**src/rtl/lfsr_cipher_pkg.sv**
```systemverilog
// Shared types and Galois LFSR helpers for the LFSR stream cipher.
// Helpers work on a 32-bit container so any LFSR width from 8 to 32 can use them.
package lfsr_cipher_pkg;

    typedef enum logic [1:0] {
        IDLE,
        LOAD,
        WARMUP,
        RUN
    } state_t;

    localparam int MAX_W = 32;

    // Narrower states and taps are zero-extended, so the upper bits stay zero through every step.
    function automatic logic [MAX_W-1:0] galois_step(
        input logic [MAX_W-1:0] state,
        input logic [MAX_W-1:0] taps
    );
        logic [MAX_W-1:0] nxt;
        nxt = state >> 1;
        if (state[0]) begin
            nxt = nxt ^ taps;
        end
        return nxt;
    endfunction

    function automatic logic [MAX_W-1:0] word_advance(
        input logic [MAX_W-1:0] state,
        input logic [MAX_W-1:0] taps,
        input int               n
    );
        logic [MAX_W-1:0] s;
        s = state;
        for (int i = 0; i < n; i++) begin
            s = galois_step(s, taps);
        end
        return s;
    endfunction

endpackage

```
**src/rtl/lfsr_keystream_gen.sv**
```systemverilog
// Galois LFSR register for the stream cipher.
// It steps one whole keystream word (DATA_W steps) per advance.
module lfsr_keystream_gen
    import lfsr_cipher_pkg::*;
#(
    parameter int              LFSR_W = 16,
    parameter logic [LFSR_W-1:0] TAPS = 16'hB400,
    parameter int              DATA_W = 8
) (
    input  logic              clk,
    input  logic              rst_n,
    input  logic              load,
    input  logic [LFSR_W-1:0] seed,
    input  logic              advance,
    output logic [LFSR_W-1:0] lfsr_state
);

    logic [LFSR_W-1:0] advanced;

    assign advanced = LFSR_W'(word_advance(MAX_W'(lfsr_state), MAX_W'(TAPS), DATA_W));

    // A zero seed is replaced by 1 because an all-zero Galois LFSR never leaves zero.
    always_ff @(posedge clk or negedge rst_n) begin
        if (!rst_n) begin
            lfsr_state <= LFSR_W'(1);
        end else if (load) begin
            lfsr_state <= (seed == '0) ? LFSR_W'(1) : seed;
        end else if (advance) begin
            lfsr_state <= advanced;
        end
    end

endmodule

```
**src/rtl/lfsr_stream_cipher.sv**
```systemverilog
// LFSR stream cipher top: control FSM, one-deep output register and beat counter.
// Each word is XORed with the low DATA_W bits of the keystream generator.
module lfsr_stream_cipher
    import lfsr_cipher_pkg::*;
#(
    parameter int              LFSR_W = 16,
    parameter logic [LFSR_W-1:0] TAPS = 16'hB400,
    parameter int              DATA_W = 8,
    parameter int              WARMUP = 4
) (
    input  logic              clk,
    input  logic              rst_n,
    input  logic              start,
    input  logic [LFSR_W-1:0] seed_in,
    input  logic              in_valid,
    output logic              in_ready,
    input  logic [DATA_W-1:0] in_data,
    output logic              out_valid,
    input  logic              out_ready,
    output logic [DATA_W-1:0] out_data,
    output logic              busy,
    output logic [15:0]       beat_cnt
);

    localparam int WARM_CNT_W = (WARMUP > 1) ? $clog2(WARMUP) : 1;
    localparam logic [WARM_CNT_W-1:0] WARM_LAST = WARM_CNT_W'((WARMUP > 0) ? WARMUP - 1 : 0);

    state_t                state;
    logic [WARM_CNT_W-1:0] warm_cnt;
    logic [LFSR_W-1:0]     key_state;
    logic [DATA_W-1:0]     key_word;
    logic                  accept;
    logic                  advance;

    lfsr_keystream_gen #(
        .LFSR_W (LFSR_W),
        .TAPS   (TAPS),
        .DATA_W (DATA_W)
    ) u_keystream (
        .clk        (clk),
        .rst_n      (rst_n),
        .load       (start),
        .seed       (seed_in),
        .advance    (advance),
        .lfsr_state (key_state)
    );

    // A start cycle never accepts, so the seed load always wins over a simultaneous word.
    assign key_word = DATA_W'(key_state);
    assign in_ready = (state == RUN) && !start && (!out_valid || out_ready);
    assign accept   = in_valid && in_ready;
    assign advance  = accept || ((state == lfsr_cipher_pkg::WARMUP) && !start);
    assign busy     = (state != IDLE);

    always_ff @(posedge clk or negedge rst_n) begin
        if (!rst_n) begin
            state     <= IDLE;
            warm_cnt  <= '0;
            out_valid <= 1'b0;
            out_data  <= '0;
            beat_cnt  <= '0;
        end else if (start) begin
            state     <= LOAD;
            warm_cnt  <= '0;
            out_valid <= 1'b0;
            beat_cnt  <= '0;
        end else begin
            case (state)
                IDLE: begin
                end
                LOAD: begin
                    if (WARMUP > 0) begin
                        state <= lfsr_cipher_pkg::WARMUP;
                    end else begin
                        state <= RUN;
                    end
                end
                lfsr_cipher_pkg::WARMUP: begin
                    if (warm_cnt == WARM_LAST) begin
                        state <= RUN;
                    end else begin
                        warm_cnt <= warm_cnt + WARM_CNT_W'(1);
                    end
                end
                RUN: begin
                    if (accept) begin
                        out_data  <= in_data ^ key_word;
                        out_valid <= 1'b1;
                        beat_cnt  <= beat_cnt + 16'd1;
                    end else if (out_valid && out_ready) begin
                        out_valid <= 1'b0;
                    end
                end
                default: state <= IDLE;
            endcase
        end
    end

endmodule
```
**config.mk**
```make
export PLATFORM = sky130hd
export DESIGN_NAME = lfsr_stream_cipher
export DESIGN_NICKNAME = d
export VERILOG_FILES = /design/src/rtl/lfsr_cipher_pkg.sv /design/src/rtl/lfsr_keystream_gen.sv /design/src/rtl/lfsr_stream_cipher.sv
export SDC_FILE = /design/constraint.sdc
export NUM_CORES = 1
export LEC_CHECK = 0
export CAP_MARGIN = 20
export CORE_UTILIZATION = 50
export CTS_BUF_LIST = sky130_fd_sc_hd__clkbuf_8
export CTS_CLUSTER_DIAMETER = 80
export DETAILED_ROUTE_END_ITERATION = 8
export HOLD_SLACK_MARGIN = 0.06
export MAX_ROUTING_LAYER = met4
export PLACE_DENSITY = 0.86
export RECOVER_POWER = 100
export REMOVE_ABC_BUFFERS = 1
export SLEW_MARGIN = 20
export SYNTH_ARGS = -nofsm -noshare
export SYNTH_HDL_FRONTEND = slang
export SYNTH_SLANG_ARGS = --single-unit
export TNS_END_PERCENT = 100
```
**constraint.sdc**
```tcl
create_clock -name clk -period 5.4 [get_ports clk]
set_clock_uncertainty 0.1 [all_clocks]
set_input_delay 1.08 -clock clk [delete_from_list [all_inputs] [get_ports clk]]
set_output_delay 1.08 -clock clk [all_outputs]
set_load 0.05 [all_outputs]
```
# Word-level counts from Yosys, hierarchy flattened
# Cells that the tools add are included.
[totals]
ff_bits = 45
output_inout_bits = 27
[op_classes]
muxes = 24
eq_ne = 6
bitwise = 10
n_addsub = 2
n_reduce_logical = 22
[ops]
columns = ["operator", "n"]
rows = [
  ["two-way mux 16 bit", 14],
  ["inverter 4 bit", 7],
  ["adder 16 x 1 -> 16 bit, second input constant", 1],
  ["logical NOT 16 bit", 1],
  ["two-way mux 2 bit", 5],
  ["nonzero test 2 bit", 5],
  ["AND reduction 2 bit", 4],
  ["bitwise XOR 8 bit", 1],
  ["equality test 2 bit, second input constant", 3],
  ["nonzero test 3 bit", 2],
  ["logical AND 1 bit", 5],
  ["two-way mux 1 bit", 4],
  ["inverter 3 -> 4 bit", 1],
  ["one-hot mux 2 bit (2 select lines)", 1],
  ["!= test 3 x 2 -> 1 bit, second input constant", 1],
  ["AND reduction 3 bit", 1],
  ["adder 2 x 1 -> 2 bit, second input constant", 1],
  ["equality test 2 x 1 -> 1 bit, second input constant", 1],
  ["logical NOT 1 bit", 2],
  ["logical OR 1 bit", 2],
  ["!= test 2 bit, second input constant", 1],
  ["inverter 1 bit", 1],
]

# Longest topological paths before layout
[depth]
ltp_word = 18
ltp_mapped = 6

# Hierarchy
# A second synthesis with hierarchy kept.
[unflattened]
hier_cells = 243
area_unflattened_um2 = 2359.8
[modules_own_cells]
columns = ["module", "cells_per_inst", "area_each_um2", "seq_area_each_um2", "instances"]
rows = [
  ["lfsr_stream_cipher", 148, 1426.4, 725.7, 1],
  ["lfsr_keystream_gen", 95, 933.4, 401.6, 1],
]

# Worst setup path before layout
# No wires, ideal clock.
[synth_timing]
kind = "input to output"
startpoint = "input start"
endpoint = "output in_ready"
setup_slack_ps = 1625
arrival_time_ps = 2595
cell_stages = 3
t_required_ps = 4220
n_path_buf = 2
cell_sequence = "clkbuf_1 > clkbuf_1 > nor3_1"
[synth_between]
elab_chain_len = 3
[synth_lines]
columns = ["element", "line", "text"]
rows = [
  ["from (decl)", "lfsr_stream_cipher.sv:13", "input logic start,"],
  ["logical NOT 1 bit", "lfsr_stream_cipher.sv:50", "assign in_ready = (state == RUN) && !start && (!out_valid || out_ready);"],
  ["logical AND 1 bit (2 in series)", "lfsr_stream_cipher.sv:50", ""],
  ["to (decl)", "lfsr_stream_cipher.sv:16", "output logic in_ready,"],
]
# No other way between the ends.

# Final worst setup path
[layout_timing]
startpoint = "input out_ready"
endpoint = "output in_ready"
[layout_between]
elab_chain_len = 2
[layout_lines]
columns = ["element", "line", "text"]
rows = [
  ["from (decl)", "lfsr_stream_cipher.sv:19", "input logic out_ready,"],
  ["logical OR 1 bit", "lfsr_stream_cipher.sv:50", ""],
  ["logical AND 1 bit", "lfsr_stream_cipher.sv:50", ""],
]
# No other way between the ends.

==> summary.md <==
The first global-routing pass estimated 9450 µm of wire. For the worst setup path, the data required time is 4220 ps. The most frequent cell after synthesis is sky130_fd_sc_hd__dfrtp_1.

The die is 71.9 µm tall. Once detail routing completed, the nets flagged for antenna violations numbered 0. The arrival time at the worst endpoint was 2810 ps. By area the synthesized netlist is led by sky130_fd_sc_hd__dfrtp_1 (45%), sky130_fd_sc_hd__xnor2_1 (10%), sky130_fd_sc_hd__a21oi_1 (5.1%).

The worst pin sits at a relative slew slack of -58.9%. In the final design database the tool counted 334 nets. The number of pins with negative max-slew slack in the final report was 91; the all-layer global routing usage was 24.5%. Counting distinct cell types in the post-synthesis netlist gives 41. The worst-path cell with the longest stage delay is sky130_fd_sc_hd__dlygate4sd3_1. The maximum count of clock buffers along a single path was 2; the count of hold-fix buffers inserted at cts was 0. From synthesis to final layout, the design area changed by 28.0%. A synthesized cell averages 9.46 µm². Number of vias per cell: 5.70.

The DRC marker count from the first detailed-route iteration is 206, and the proportion of netlist area held by the largest area contributor is 45.1%. The largest area contributor in the netlist is sky130_fd_sc_hd__dfrtp_1. The number of max-capacitance violations reported is 2, and the final worst-path cycle share is 73.8%. The critical setup path kind was in2out. Sequential cells were found to cover 46.2% of the synthesized design area. In the final timing run, aggregate negative setup slack is 0 ps. Synthesis produced 258 cells. Buffers inserted during clock tree synthesis total 5. In this run the static leakage power is 1.24 nW. The tools report the initial antenna violation count as 0. Setup repair after global routing left no endpoint under its margin.

Across all layers, the routed design uses 2113 vias. The number of clock sinks seen by CTS is 45, and the number of cells upsized or downsized after cts is 0. Wires add up to 5710 µm. For the source-to-sink clock delay at the later pin of the worst-skew pair, the log shows 310 ps. The worst setup path is captured at a primary output. For the final hold violation count, the log shows 0. The core region is 4720 µm². The power density of the placed cells was 307 nW/µm²; the power after layout was 0.960 mW.

The routed length per placed instance is 15.4 µm, and the fraction of layout instances using a drive strength above 1 is 7.57%. The final reports fail on max-capacitance violations, max-slew violations. The number of enable flip-flop cells after synthesis is 0, and the share of flip-flops with an asynchronous set or reset is 100%. Maximum frequency from static timing analysis: 251 MHz. At the end of routability-driven placement, the weighted congestion stood at 0.899.

The Yosys step of the flow raised 0 warnings. The number of buffers inserted to repair setup after CTS is 0, and the CTS clock-pin slew for the worst setup and hold paths is 90 ps. The maximum fanout along the worst path works out to 7.

IR analysis of the VDD net gives a maximum drop of 149 µV. The flow ran to the end, but the final reports show violations. For the pin with the worst max-slew slack, the measured transition is 2380 ps.

Effective utilization at floorplan: 51.7%. The startpoint type of the worst setup path was an input pin. The repair_antennas step left the layout with diodes totalling 0. The min-delay analysis places its worst path in the category reg2reg. Total number of H-tree levels: 2. Most used flip-flop cell after synthesis: sky130_fd_sc_hd__dfrtp_1. The die covers 5170 µm².

TritonCTS built the clock tree. The number of top-level pins came out at 56. Entering global routing, the biggest net connects 46 pins.

Traced cell by cell, the critical path runs through clkdlybuf4s50_1 > nor2b_4 > nor3_1 > dlygate4sd3_1. CTS placed an instance of sky130_fd_sc_hd__clkbuf_8 at the clock tree root. The logs give 3900 µm for the estimated wirelength of the detail-placed design and 0 for the total congestion overflow after global routing. After layout, the minimum clock period comes to 3990 ps. The count of buffers added on input and output ports is 55. Final-report setup violation count: 0.

The run gives 2440 µm² as the cell area after technology mapping. The tools report the number of global-route vias before repair as 2019. The floorplan has 25 rows.

The delay of the slowest cell on the worst path came out at 900 ps. The first detailed-routing pass took 4 iterations. In the synthesized netlist, the cells that appear most often are sky130_fd_sc_hd__dfrtp_1 (44), sky130_fd_sc_hd__xnor2_1 (28), sky130_fd_sc_hd__a21oi_1 (25). The die is 71.9 µm wide.

In this run, synthesis produced a sequential element count of 45. For this run, design rule violations remaining after detail routing come to 0.
cell usage in the layout, fill, tap and decap left out, drive strengths merged, types with 2 or more instances in the layout:
| cell | instances |
|---|---|
| a22oi | 2 |
| xor2 | 4 |
| or3 | 6 |
| nor2 | 18 |
| a31oi | 6 |
| and2 | 2 |
| clkdlybuf4s50 | 26 |
| xnor2 | 28 |
| inv | 5 |
| dfrtp | 44 |
| nand3 | 5 |
| clkbuf | 8 |
| nor4 | 6 |
| nor2b | 2 |
| mux2i | 2 |
| a31o | 7 |
| nor3 | 4 |
| a21boi | 3 |
| dlygate4sd3 | 28 |
| or4 | 4 |
| o22a | 2 |
| and4 | 2 |
| o31ai | 5 |
| nand2 | 16 |
| a2bb2oi | 5 |
| ha | 2 |
| a21oi | 25 |
| o21ai | 23 |
| nand2b | 2 |
| nand4 | 4 |
worst max-delay path: cells and delay by family:
family / cells / cell delay, ps
simple gates: 2 / 270
buf+inv: 2 / 1450
cell type report:
cell class / instances / area [µm²]
flip-flops and latches: 45 / 1130
inverters: 5 / 18.8
repair buffers: 57 / 556
fillers: 358 / 1600
clock inverters: 2 / 37.5
well taps: 67 / 83.8
multi-input cells: 189 / 1220
clock buffers: 6 / 82.6
worst paths after layout:
| path | startpoint | to | slack [ps] | cells after the start |
|---|---|---|---|---|
| worst max-delay path | out_ready | in_ready | 1410 | 4 |
| worst min-delay path | out_data[0]$_DFFE_PN0P_ | out_data[0]$_DFFE_PN0P_ | 420 | 2 |
| worst max register to register | state[1]$_DFFE_PN0P_ | beat_cnt[15]$_DFFE_PN0P_ | 2640 | 4 |
| worst min register to register | out_data[0]$_DFFE_PN0P_ | out_data[0]$_DFFE_PN0P_ | 420 | 2 |
| max in group asynchronous | rst_n | beat_cnt[0]$_DFFE_PN0P_ | 2450 | 1 |
| min in group asynchronous | rst_n | beat_cnt[8]$_DFFE_PN0P_ | 1390 | 1 |
where the power goes:
| group | switching [mW] | internal, mW |
|---|---|---|
| Clock | 0.120 | 0.151 |
| Combinational | 0.165 | 0.114 |
| Sequential | 0.0367 | 0.374 |
| Total | 0.321 | 0.639 |
state kept, by name, indices dropped and copies added, names as in the netlist:
register	flops
beat_cnt	16
out_data	8
out_valid	1
state	2
u_keystream.lfsr_state	16
warm_cnt	2
kinds of logic (layout without fill, tap and decap cells):
group	count (synthesis)	count (layout)	synth area share, %
flip-flops	45	45	46.2
adder cells (fa/ha/maj)	2	2	1.02
XOR/XNOR	32	32	11.5
buffers and inverters	24	70	3.84
AND/OR/NAND/NOR	73	73	16.4
multiplexers	3	3	1.28
AO/OA/AOI/OAI	79	79	19.8
routing by layer:
layer	up-vias	global-route usage [%]	routed length [µm]
li1	1015	-	-
met1	1026	31.8	2550
met2	62	38.4	2840
met3	10	3.94	213
met4	0	10.2	106
met5	-	-	0
per-stage QoR:
step,hold WS (ps),std cells,area (µm²),setup WS (ps),util (%)
after CTS,436,371,3130,1470,66.3
after detailed placement,415,363,3010,1470,63.7
after floorplan,390,239,2370,2010,-
final,425,371,3130,1410,66.2
after global routing,474,371,3130,1240,66.2
after global placement,405,363,3010,1500,63.7
Power figures use the tool's default switching activity.
